===== config.mk =====
export PLATFORM = sky130hd
export DESIGN_NAME = rate_uart_reporter
export DESIGN_NICKNAME = d
export VERILOG_FILES = /design/src/rtl/rate_uart_reporter.sv
export SDC_FILE = /design/constraint.sdc
export NUM_CORES = 1
export LEC_CHECK = 0
export BUFFER_PORTS_ARGS = -buffer_cell sky130_fd_sc_hd__buf_2
export CAP_MARGIN = 20
export CORE_AREA = 2 2 105 107
export DETAILED_ROUTE_END_ITERATION = 8
export DIE_AREA = 0 0 107 109
export GPL_ROUTABILITY_DRIVEN = 0
export PLACE_DENSITY = 0.72
export REMOVE_ABC_BUFFERS = 1
export SYNTH_ARGS = -nofsm -noshare
export SYNTH_HDL_FRONTEND = slang
export SYNTH_SLANG_ARGS = --single-unit

===== constraint.sdc =====
create_clock -name iClk50M -period 7.1 [get_ports iClk50M]
set_clock_uncertainty 0.1 [all_clocks]
set_input_delay 0.355 -clock iClk50M [delete_from_list [all_inputs] [get_ports iClk50M]]
set_output_delay 0.355 -clock iClk50M [all_outputs]
set_load 0.005 [all_outputs]

===== src/rtl/rate_uart_reporter.sv =====
`default_nettype none
`timescale 1ns/1ps
// +--------------------------------------------------------------------------+
// | rate_uart_reporter                                                       |
// | Converts the 16-bit samples-per-second value to five ASCII digits plus   |
// | CR/LF and sends them over an 8N1 UART on change or on heartbeat expiry.  |
// | Revision: 1.0                                                            |
// +--------------------------------------------------------------------------+
module rate_uart_reporter #(
  parameter int unsigned BAUD_DIV         = 434,
  parameter int unsigned HEARTBEAT_CYCLES = 50000000
) (
  input  logic        iClk50M,
  input  logic        iRst_n,
  input  logic [15:0] iRate,
  input  logic        iEnable,
  output logic        oTxd,
  output logic        oBusy
);

  localparam int unsigned c_HB_BITS = $clog2(HEARTBEAT_CYCLES + 1);
  localparam int unsigned c_HB_W    = (c_HB_BITS > 26) ? c_HB_BITS : 26;
  localparam int unsigned c_TMR_W   = (BAUD_DIV > 1) ? $clog2(BAUD_DIV) : 1;
  localparam logic [c_HB_W-1:0]  c_HB_MAX     = c_HB_W'(HEARTBEAT_CYCLES);
  localparam logic [c_TMR_W-1:0] c_TMR_RELOAD = c_TMR_W'(BAUD_DIV - 1);

  typedef enum logic [1:0] {
    IDLE    = 2'd0,
    CONVERT = 2'd1,
    SEND    = 2'd2
  } state_t;

  state_t              r_state;
  state_t              w_stateNext;
  logic [15:0]         r_lastSent;
  logic [c_HB_W-1:0]   r_hbCnt;
  logic [15:0]         r_bin;
  logic [19:0]         r_bcd;
  logic [3:0]          r_cnvCnt;
  logic [2:0]          r_char;
  logic [3:0]          r_bit;
  logic [c_TMR_W-1:0]  r_tmr;
  logic                r_done;
  logic                r_txd;

  logic                w_hbFull;
  logic                w_trigger;
  logic                w_sendTick;
  logic [19:0]         w_bcdAdj;
  logic [7:0]          w_byte;
  logic                w_txBit;

  always_ff @(posedge iClk50M or negedge iRst_n) begin
    if (!iRst_n) begin
      r_state <= IDLE;
    end else begin
      r_state <= w_stateNext;
    end
  end

  always_comb begin
    w_stateNext = r_state;
    w_hbFull    = 1'b0;
    if (HEARTBEAT_CYCLES != 0) begin
      w_hbFull = (r_hbCnt == c_HB_MAX);
    end
    w_trigger  = iEnable && ((iRate != r_lastSent) || w_hbFull);
    w_sendTick = (r_tmr == '0);
    case (r_state)
      IDLE:    if (w_trigger) w_stateNext = CONVERT;
      CONVERT: if (r_cnvCnt == 4'd15) w_stateNext = SEND;
      SEND:    if (w_sendTick && r_done) w_stateNext = IDLE;
      default: w_stateNext = IDLE;
    endcase
  end

  // Double-dabble correction: any digit >= 5 would overflow past 9 once doubled.
  always_comb begin
    w_bcdAdj = r_bcd;
    for (int d = 0; d < 5; d++) begin
      if (r_bcd[4*d +: 4] >= 4'd5) begin
        w_bcdAdj[4*d +: 4] = r_bcd[4*d +: 4] + 4'd3;
      end
    end
  end

  always_comb begin
    case (r_char)
      3'd0:    w_byte = {4'h3, r_bcd[19:16]};
      3'd1:    w_byte = {4'h3, r_bcd[15:12]};
      3'd2:    w_byte = {4'h3, r_bcd[11:8]};
      3'd3:    w_byte = {4'h3, r_bcd[7:4]};
      3'd4:    w_byte = {4'h3, r_bcd[3:0]};
      3'd5:    w_byte = 8'h0D;
      default: w_byte = 8'h0A;
    endcase
    if (r_bit == 4'd0) begin
      w_txBit = 1'b0;
    end else if (r_bit >= 4'd9) begin
      w_txBit = 1'b1;
    end else begin
      w_txBit = w_byte[3'(r_bit - 4'd1)];
    end
  end

  always_ff @(posedge iClk50M or negedge iRst_n) begin
    if (!iRst_n) begin
      r_lastSent <= '0;
      r_hbCnt    <= '0;
      r_bin      <= '0;
      r_bcd      <= '0;
      r_cnvCnt   <= '0;
      r_char     <= '0;
      r_bit      <= '0;
      r_tmr      <= '0;
      r_done     <= 1'b0;
      r_txd      <= 1'b1;
    end else begin
      case (r_state)
        IDLE: begin
          r_txd <= 1'b1;
          if (w_trigger) begin
            r_bin      <= iRate;
            r_lastSent <= iRate;
            r_bcd      <= '0;
            r_hbCnt    <= '0;
            r_cnvCnt   <= '0;
            r_char     <= '0;
            r_bit      <= '0;
            r_tmr      <= '0;
            r_done     <= 1'b0;
          end else if (r_hbCnt != c_HB_MAX) begin
            r_hbCnt <= r_hbCnt + c_HB_W'(1);
          end
        end
        CONVERT: begin
          r_bcd    <= {w_bcdAdj[18:0], r_bin[15]};
          r_bin    <= {r_bin[14:0], 1'b0};
          r_cnvCnt <= r_cnvCnt + 4'd1;
        end
        SEND: begin
          // Timer at zero marks a bit boundary; r_done means the final stop bit is on the line.
          if (w_sendTick) begin
            if (!r_done) begin
              r_txd <= w_txBit;
              r_tmr <= c_TMR_RELOAD;
              if (r_bit == 4'd9) begin
                r_bit <= '0;
                if (r_char == 3'd6) begin
                  r_done <= 1'b1;
                end else begin
                  r_char <= r_char + 3'd1;
                end
              end else begin
                r_bit <= r_bit + 4'd1;
              end
            end else begin
              r_txd <= 1'b1;
            end
          end else begin
            r_tmr <= r_tmr - c_TMR_W'(1);
          end
        end
        default: r_txd <= 1'b1;
      endcase
    end
  end

  assign oTxd  = r_txd;
  assign oBusy = (r_state != IDLE);

endmodule
`default_nettype wire

Yosys cells after proc, flatten, opt, wreduce, memory -nomap -nowiden
Cells that the tools add are included.

word-level totals
  input bits = 19
  logic and storage cells = 116
  flip-flop bits (word level) = 102
  output and inout bits = 2

operators by class
  equal/unequal tests = 21
  add/subtract/negate cells = 11
  order comparisons = 7
  reductions and logical operators = 20
  bitwise gates (word level) = 1
  mux-type cells = 45

operators by type and width
  cell                                                                                 number
  26-bit two-way mux                                                                   2
  20-bit case mux with 2 select lines                                                  1
  6-bit case mux with 6 select lines                                                   1
  4-bit two-way mux                                                                    8
  16-bit case mux with 2 select lines                                                  1
  9-bit two-way mux                                                                    3
  26-bit by 1-bit adder with 26-bit output, second input constant                      1
  26-bit == test, second input constant                                                1
  26-bit inequality test, second input constant                                        1
  4-bit by 3-bit greater-or-equal comparator with 1-bit output, second input constant  5
  20-bit two-way mux                                                                   1
  3-bit two-way mux                                                                    6
  9-bit case mux with 2 select lines                                                   1
  4-bit by 2-bit adder with 4-bit output, second input constant                        4
  16-bit two-way mux                                                                   1
  16-bit inequality test                                                               1
  4-bit case mux with 2 select lines                                                   2
  2-bit inequality test, second input constant                                         7
  1-bit two-way mux                                                                    10
  3-bit == test, second input constant                                                 3
  9-bit logical NOT                                                                    1
  3-bit AND reduction                                                                  3
  9-bit by 1-bit subtractor with 9-bit output, second input constant                   1
  4-bit by 1-bit adder with 4-bit output, second input constant                        2
  other kinds (26)                                                                     38

Depth between registers and ports, before layout
Gate-level depths: netlist (run 1).

  word-level depth = 9
  depth in mapped cells = 9

Worst setup path before layout (run 1)
OpenSTA, ideal clock, no wires.

  kind = register -> register
  from = reg r_hbCnt[0]
  to = reg r_lastSent[15]
  period minus slack after synthesis = 2.262 ns
  stages on the path, launching flop included = 9
  data required time = 6.873 ns
  setup time = 0.127 ns
  arrival = 2.034 ns
  path slack = 4.838 ns
  buffers on the path = 1
  path through = dfrtp_1 > inv_1 > ha_1 > nor4bb_1 > nand4_1 > or2_1 > a21oi_4 > buf_6 > mux2_1

on the way
  cells in the longest elaborated chain, start to end = 4

RTL lines
  what                                  RTL line  source
  start, declared                       36        logic [c_HB_W-1:0] r_hbCnt;
  start signal, assigned                133       r_hbCnt <= r_hbCnt + c_HB_W'(1);
  26-bit == test                        65        w_hbFull = (r_hbCnt == c_HB_MAX);
  1-bit logical OR                      67        w_trigger = iEnable && ((iRate != r_lastSent) || w_hbFull);
  1-bit logical AND                     67
  2-bit AND reduction (no source line)  --
  end signal, assigned                  124       r_lastSent <= iRate;
  end, declared                         35        logic [15:0] r_lastSent;

Every way passes these cells.
A chain may end at the register's enable or synchronous reset.

Worst setup path after layout (run 1)
  from = reg r_hbCnt[0]
  to = reg r_lastSent[9]

The elaborated chain is that of the path after synthesis.

==> impl_metrics.env, run 1 <==
export IMPL_status="finished, final reports clean"
export IMPL_wl_um=11400
export IMPL_drt_pass1_iterations=5
export IMPL_synthXorXnorAreaFrac_pct=7.87
export IMPL_synth_compound_gate_area_share_pct=14.0
export IMPL_dieArea_mm2=0.0117
export IMPL_path_class="reg2reg"
export IMPL_async_flop_share_pct=100
export IMPL_worst_path_buf_inv=2
export IMPL_ant_nets=0
export IMPL_synth_ff_type="dfrtp_1"
export IMPL_p_clk_share_pct=37.7
export IMPL_muxShareOfSynthArea_pct=3.92
export IMPL_placementRows=38
export IMPL_path_max_fanout=37
export IMPL_grt_busiest_layer="met2"
export IMPL_io_buffers=20
export IMPL_hpwl_um=7690
export IMPL_finish_utilization_pct=57.1
export IMPL_final_hold_violation_count=0
export IMPL_crit_slowest_cell="a21oi_4"
export IMPL_grt_overflow=0
export IMPL_synth_top_family_by_area="simple AND/OR/NAND/NOR gates"
export IMPL_postCtsSetupRepairBufs=0
export IMPL_setup_violations=0
export IMPL_dp_cells=704
export IMPL_yosys_register_bits=102
export IMPL_whs_path_depth=2
export IMPL_worst_slack_ns=3.71
export IMPL_pwr_share_comb_pct=2.5
export IMPL_timing_fmax_mhz=295
export IMPL_power_switching_uw=218
export IMPL_crit_chain="inv_1 -> ha_1 -> nor4bb_1 -> nand4_1 -> or2_1 -> a21oi_4 -> buf_4 -> mux2_2"
export IMPL_gr_usage_met2_pct=34.1
export IMPL_maxSlewViolCount=0
export IMPL_cts_buffers=9
export IMPL_timing_rr_end="r_lastSent[9]$_DFFE_PN0P_"
export IMPL_root_buffer="clkbuf_8"
export IMPL_pre_cts_ws_ns=3.71
export IMPL_grt_pass1_wl_um=20000
export IMPL_first_iter_violations=229
export IMPL_die_h_um=109
export IMPL_hp_class="in2reg"
export IMPL_setup_tns_ns=0
export IMPL_p_per_area_mw_per_mm2=161
export IMPL_synth_seq_area_share_pct=45.0
export IMPL_synthAdderAreaFrac_pct=5.07
export IMPL_worstReg2RegStart="r_hbCnt[0]$_DFFE_PN0P_"
export IMPL_clockBufferDepth=2
export IMPL_cp_end_kind="flip-flop"
export IMPL_maxCapViolations=0
export IMPL_drc=0
export IMPL_period_minus_slack_ns=3.39
export IMPL_regToRegSetupSlack_ns=3.71
export IMPL_h_tree_depth=3
export IMPL_synth_edff_count=0
export IMPL_syn_area_mm2=0.00568
export IMPL_via_count=4245
export IMPL_clkSinkCount=102
export IMPL_grt_setup_unrepaired="false"
export IMPL_fp_dieW_um=107
export IMPL_vdd_drop_max_v=0.000129
export IMPL_coreArea_mm2=0.0106
export IMPL_avgSynthCellArea_um2=10.1
export IMPL_grtUsageMet1_pct=29.4
export IMPL_crit_required_ns=7.27
export IMPL_synth_simple_area_share_pct=19.7
export IMPL_post_route_cells_drive_above_1_share_pct=11.5
export IMPL_max_slew_margin_pct=28.8
export IMPL_min_to="r_bin[0]$_DFFE_PN0P_"
export IMPL_worstHoldStart="iRate[0]"
export IMPL_crit_arrival_ns=3.56
export IMPL_cp_top_family="compound AO/OA/AOI/OAI gates"
export IMPL_reg2regPathDepth=8
export IMPL_cts_tree="built"
export IMPL_p_seq_share_pct=59.7
export IMPL_swShare_pct=22.4
export IMPL_ios=21
export IMPL_final_cells=721
export IMPL_area_growth_pct=6.52
export IMPL_grt_pass1_vias=4221
export IMPL_antenna_cells=0
export IMPL_ys_warn_count=0
export IMPL_initial_core_util_pct=53.6
export IMPL_clk_latency_ns=0.38
export IMPL_viasPerCell=5.89
export IMPL_internal_power_uw=754
export IMPL_wl_per_cell_um=15.9
export IMPL_met3_usage_pct=3.11
export IMPL_post_cts_resized=0
export IMPL_grt_use_total_pct=21.7
export IMPL_clk_pin_slew_worst_paths_ns=0.09
export IMPL_syn_instance_count=563
export IMPL_antenna_found_initial=0
export IMPL_max_slew_worst_pin_slew_ns=1.07
export IMPL_grt_max_degree=73
export IMPL_leakagePower_uw=0.00264
export IMPL_synth_distinct_cells=59
export IMPL_crit_path_max_incr_delay_ns=0.85
export IMPL_critPathLaunchType="flip-flop"
export IMPL_cts_hold_buffers_added=1
export IMPL_nets=618
export IMPL_period_share_pct=47.7
==> worst max-delay path by stage <==
stage	startpoint	to	slack [ns]	depth (start not counted)
detailed placement	r_hbCnt[0]$_DFFE_PN0P_	r_lastSent[8]$_DFFE_PN0P_	3.71	8
CTS	r_hbCnt[0]$_DFFE_PN0P_	r_lastSent[5]$_DFFE_PN0P_	3.70	8
global route	r_hbCnt[0]$_DFFE_PN0P_	r_lastSent[5]$_DFFE_PN0P_	3.49	8
floorplan	r_hbCnt[0]$_DFFE_PN0P_	r_lastSent[10]$_DFFE_PN0P_	4.19	7
global placement	r_hbCnt[0]$_DFFE_PN0P_	r_lastSent[9]$_DFFE_PN0P_	3.77	8
finish	r_hbCnt[0]$_DFFE_PN0P_	r_lastSent[9]$_DFFE_PN0P_	3.71	8
==> cell usage after synthesis, drive strengths merged (2+ instances only) <==
cell type  number  share of area (%)
a2111oi         4               0.62
clkbuf          9               0.59
xor2           25                3.9
nor4b           4               0.95
o41ai           2               0.44
inv            29                1.9
a221o          15                2.6
nor4            7               0.77
nor2           61                4.0
or3             5               0.64
o211ai          4               0.53
nor2b           3               0.33
a211oi         15                2.0
nand2b          9               0.99
nand4           9               0.99
o31ai           6               0.79
o21ai          14                1.2
a21oi          20                2.0
nor3           27                2.5
xnor2          26                4.0
ha             23                5.1
o2bb2ai         5               0.77
a22oi           2               0.26
nand2          28                1.9
and2           20                2.2
nand3          12                1.1
mux2i           2               0.35
o211a           2               0.35
buf            14                2.0
and3            6               0.66
mux2           18                3.6
and4            5               0.77
a31oi           3               0.33
nor3b          10                1.3
a22o            2               0.31
dfrtp         101                 45
a222oi          3               0.53
==> worst reg2reg max path: cells and delay by family (launching register included) <==
kind                     cells  cell delay [ns]
AO/OA/AOI/OAI                1             0.85
adder cells (fa/ha/maj)      1             0.14
buffers and inverters        2             0.61
flip-flops                   1             0.40
multiplexers                 1             0.39
AND/OR/NAND/NOR              3             0.79
==> per-stage QoR <==
| stage | hold slack (ns) | area, µm² | total power [µW] |
|---|---|---|---|
| after floorplan | -0.0406 | 5530 | 596 |
| after global placement | 0.225 | 5840 | 617 |
| after detailed placement | 0.219 | 5840 | 617 |
| after CTS | 0.115 | 6050 | 982 |
| after global routing | 0.139 | 6050 | 1010 |
| final | 0.135 | 6050 | 972 |
==> cell families (layout without fill, tap and decap cells) <==
family / Yosys count / after routing
AOI/OAI and AO/OA: 105 / 105
xor gates and xnor gates: 51 / 51
adders and majority gates: 23 / 23
buffers and inverters: 52 / 70
DFF: 102 / 102
muxes: 20 / 20
and+or+nand+nor: 210 / 210
==> per-layer routing <==
layer | wire (µm) | up-vias
met1 | 5320 | 2109
met2 | 5440 | 85
met4 | 205 | 0
met3 | 465 | 13
met5 | 0 | -
li1 | - | 2038
==> layout by cell type, fill, tap and decap left out, drive strengths merged, types with 2 or more instances in the layout <==
master,count
a2111oi,4
a211oi,15
a21oi,20
a221o,15
a222oi,3
a22o,2
a22oi,2
a31oi,3
and2,20
and3,6
and4,5
buf,24
clkbuf,14
clkinv,2
dfrtp,101
ha,23
inv,29
mux2,18
mux2i,2
nand2,28
nand2b,9
nand3,12
nand4,9
nor2,61
nor2b,3
nor3,27
nor3b,10
nor4,7
nor4b,4
o211a,2
o211ai,4
o21ai,14
o2bb2ai,5
o31ai,6
o41ai,2
or3,5
xnor2,26
xor2,25
==> cell type report <==
class | instances | area (µm²)
Tap cell | 140 | 175
Inverter | 29 | 109
Timing Repair Buffer | 25 | 143
Sequential cell | 102 | 2550
Multi-Input combinational cell | 409 | 2870
Clock inverter | 2 | 13.8
Fill cell | 903 | 4550
Clock buffer | 14 | 183
==> sequential cells by signal, summed over array words and instances (netlist names) <==
| signal | count |
|---|---|
| oTxd | 1 |
| r_char | 3 |
| r_state | 2 |
| r_bin | 16 |
| r_done | 1 |
| r_hbCnt | 26 |
| r_bcd | 20 |
| r_cnvCnt | 4 |
| r_lastSent | 16 |
| r_tmr | 9 |
| r_bit | 4 |
==> power groups by stage <==
stage / combinational (µW) / sequential (µW) / clock (µW)
2_1_floorplan: 3.52 / 592 / 0
3_3_place_gp: 25.1 / 592 / 0
3_5_place_dp: 25.1 / 592 / 0
4_1_cts: 25.6 / 580 / 376
5_1_grt: 28.8 / 581 / 396
6_report: 24.4 / 580 / 367
Note: power is estimated with default switching activity, not from simulation.
==> run 2, diff against run 1 <==
==> constraint.sdc (replaced) <==
create_clock -name iClk50M -period 3.5 [get_ports iClk50M]
set_clock_uncertainty 0.1 [all_clocks]
set_input_delay 0.175 -clock iClk50M [delete_from_list [all_inputs] [get_ports iClk50M]]
set_output_delay 0.175 -clock iClk50M [all_outputs]
set_load 0.005 [all_outputs]
==> run 2 against run 1 <==
  * Via count grew 1.7%
  * Utilization up 1.7 points
  * Worst setup slack worse by 2.9 ns
  * Sequential share of layout area down 1.2 points
  * First-iteration DRC count rose by 35%
  * Die area did not move
  * Wire length grew 5.2%
  * Critical path type unchanged
  * Largest power group unchanged
==> impl_metrics.env, run 2 (synthesis results as in run 1) <==
export IMPL_status="finished, final reports clean"
export IMPL_wl_per_cell_um=16.2
export IMPL_setup_tns_ns=0
export IMPL_nets=639
export IMPL_final_cell_mix="dfrtp_1 (101), nor2_1 (61), inv_1 (29)"
export IMPL_regMostFlops="r_hbCnt"
export IMPL_grtUsageMet1_pct=30.9
export IMPL_hp_class="in2reg"
export IMPL_timing_fmax_mhz=366
export IMPL_postCtsSetupRepairBufs=0
export IMPL_post_cts_resized=0
export IMPL_die_h_um=109
export IMPL_path_class="reg2reg"
export IMPL_h_tree_depth=3
export IMPL_grt_busiest_layer="met2"
export IMPL_first_iter_violations=309
export IMPL_wl_um=12000
export IMPL_p_seq_share_pct=60.3
export IMPL_grt_pass1_wl_um=20900
export IMPL_placementRows=38
export IMPL_seq_area_mm2=0.00255
export IMPL_maxCapViolations=0
export IMPL_clk_latency_ns=0.38
export IMPL_cts_hold_buffers_added=17
export IMPL_fillCellCount=893
export IMPL_io_buffers=20
export IMPL_critPathLaunchType="flip-flop"
export IMPL_vdd_drop_max_v=0.000406
export IMPL_fp_dieW_um=107
export IMPL_crit_arrival_ns=2.89
export IMPL_ant_nets=0
export IMPL_largest_reg_flops=26
export IMPL_pre_cts_ws_ns=0.788
export IMPL_post_route_cells_drive_above_1_share_pct=12.0
export IMPL_met3_usage_pct=5.56
export IMPL_coreArea_mm2=0.0106
export IMPL_antenna_found_initial=0
export IMPL_root_buffer="clkbuf_8"
export IMPL_maxSlewViolCount=0
export IMPL_period_minus_slack_ns=2.73
export IMPL_via_count=4319
export IMPL_worst_slack_ns=0.770
export IMPL_clk_pin_slew_worst_paths_ns=0.10
export IMPL_p_per_area_mw_per_mm2=313
export IMPL_hpwl_um=7870
export IMPL_internal_power_uw=1500
export IMPL_period_share_pct=78.0
export IMPL_clkSinkCount=102
export IMPL_crit_required_ns=3.66
export IMPL_final_hold_violation_count=0
export IMPL_grt_setup_unrepaired="false"
export IMPL_cts_tree="built"
export IMPL_ios=21
export IMPL_setup_violations=0
export IMPL_largest_registers="r_hbCnt (26), r_bcd (20)"
export IMPL_cts_buffers=9
export IMPL_viasPerCell=5.83
export IMPL_initial_core_util_pct=53.6
export IMPL_p_clk_share_pct=36.4
export IMPL_grt_max_degree=77
export IMPL_leakagePower_uw=0.00272
export IMPL_pwr_share_comb_pct=3.3
export IMPL_max_slew_worst_pin_slew_ns=1.08
export IMPL_drc=0
export IMPL_clockBufferDepth=2
export IMPL_cp_end_kind="flip-flop"
export IMPL_path_max_fanout=21
export IMPL_grt_overflow=0
export IMPL_regToRegSetupSlack_ns=0.77
export IMPL_antenna_cells=0
export IMPL_grt_pass1_vias=4353
export IMPL_power_switching_uw=453
export IMPL_layout_commonest_cell="dfrtp_1"
export IMPL_dieArea_mm2=0.0117
export IMPL_swShare_pct=23.2
export IMPL_multi_input_comb_area_mm2=0.00287
export IMPL_max_slew_margin_pct=27.9
export IMPL_gr_usage_met2_pct=36.7
export IMPL_grt_use_total_pct=22.7
export IMPL_drt_pass1_iterations=5
export IMPL_area_growth_pct=9.76
-- run 2: layout make-up --
type                       count  share of cell area (%)
multi-input combinational    409                    46.1
sequential                   102                    41.0
timing repair buffer          46                    5.46
tap                          140                    2.81
clock buffer                  11                    2.43
inverter                      29                    1.75
clock inverter                 4                   0.502
-- run 2: through the flow --
step | total power, µW | hold WS, ns | cells | utilization (%) | area (µm²)
5_1_grt | 2040 | 0.124 | 741 | 58.8 | 6230
3_5_place_dp | 1250 | 0.296 | 709 | 55.5 | 5880
2_1_floorplan | 1210 | -0.221 | 540 | - | 5530
4_1_cts | 1980 | 0.122 | 741 | 58.8 | 6230
3_3_place_gp | 1250 | 0.286 | 709 | 55.5 | 5880
6_report | 1950 | 0.135 | 741 | 58.8 | 6230
-- run 2: power groups by stage --
stage | clock (µW) | sequential (µW) | combinational [µW]
floorplan | 0 | 1200 | 7.13
global placement | 0 | 1200 | 50.3
detailed placement | 0 | 1200 | 51.4
CTS | 732 | 1180 | 66.2
global route | 787 | 1180 | 73.3
finish | 712 | 1180 | 64.5
-- run 2: path summary, 6_finish.rpt --
check / from / to / cells past startpoint
setup / recovery: r_hbCnt[0]$_DFFE_PN0P_ / r_tmr[1]$_DFFE_PN0P_ / 8
hold / removal: iEnable / r_hbCnt[1]$_DFFE_PN0P_ / 3
setup reg to reg: r_hbCnt[0]$_DFFE_PN0P_ / r_tmr[1]$_DFFE_PN0P_ / 8
hold reg to reg: r_bin[13]$_DFFE_PN0P_ / r_bin[13]$_DFFE_PN0P_ / 1
max in group asynchronous: iRst_n / r_hbCnt[23]$_DFFE_PN0P_ / 3
min in group asynchronous: iRst_n / r_bcd[15]$_DFFE_PN0P_ / 2
-- run 2: worst max-delay path, cell delays in order (launching register included) --
cell      delay, ns
dfrtp_1        0.41
inv_1          0.09
ha_1           0.15
nor4bb_1       0.27
nand4_1        0.20
or2_1          0.33
a21oi_4        0.57
buf_4          0.37
o32ai_1        0.12
-- run 2: per-layer routing --
layer	wire length, µm	up-vias	part of all wire (%)
li1	-	2088	-
met3	414	10	3.4
met1	5700	2146	47
met2	5810	75	48
met5	0	-	0
met4	99	0	0.82
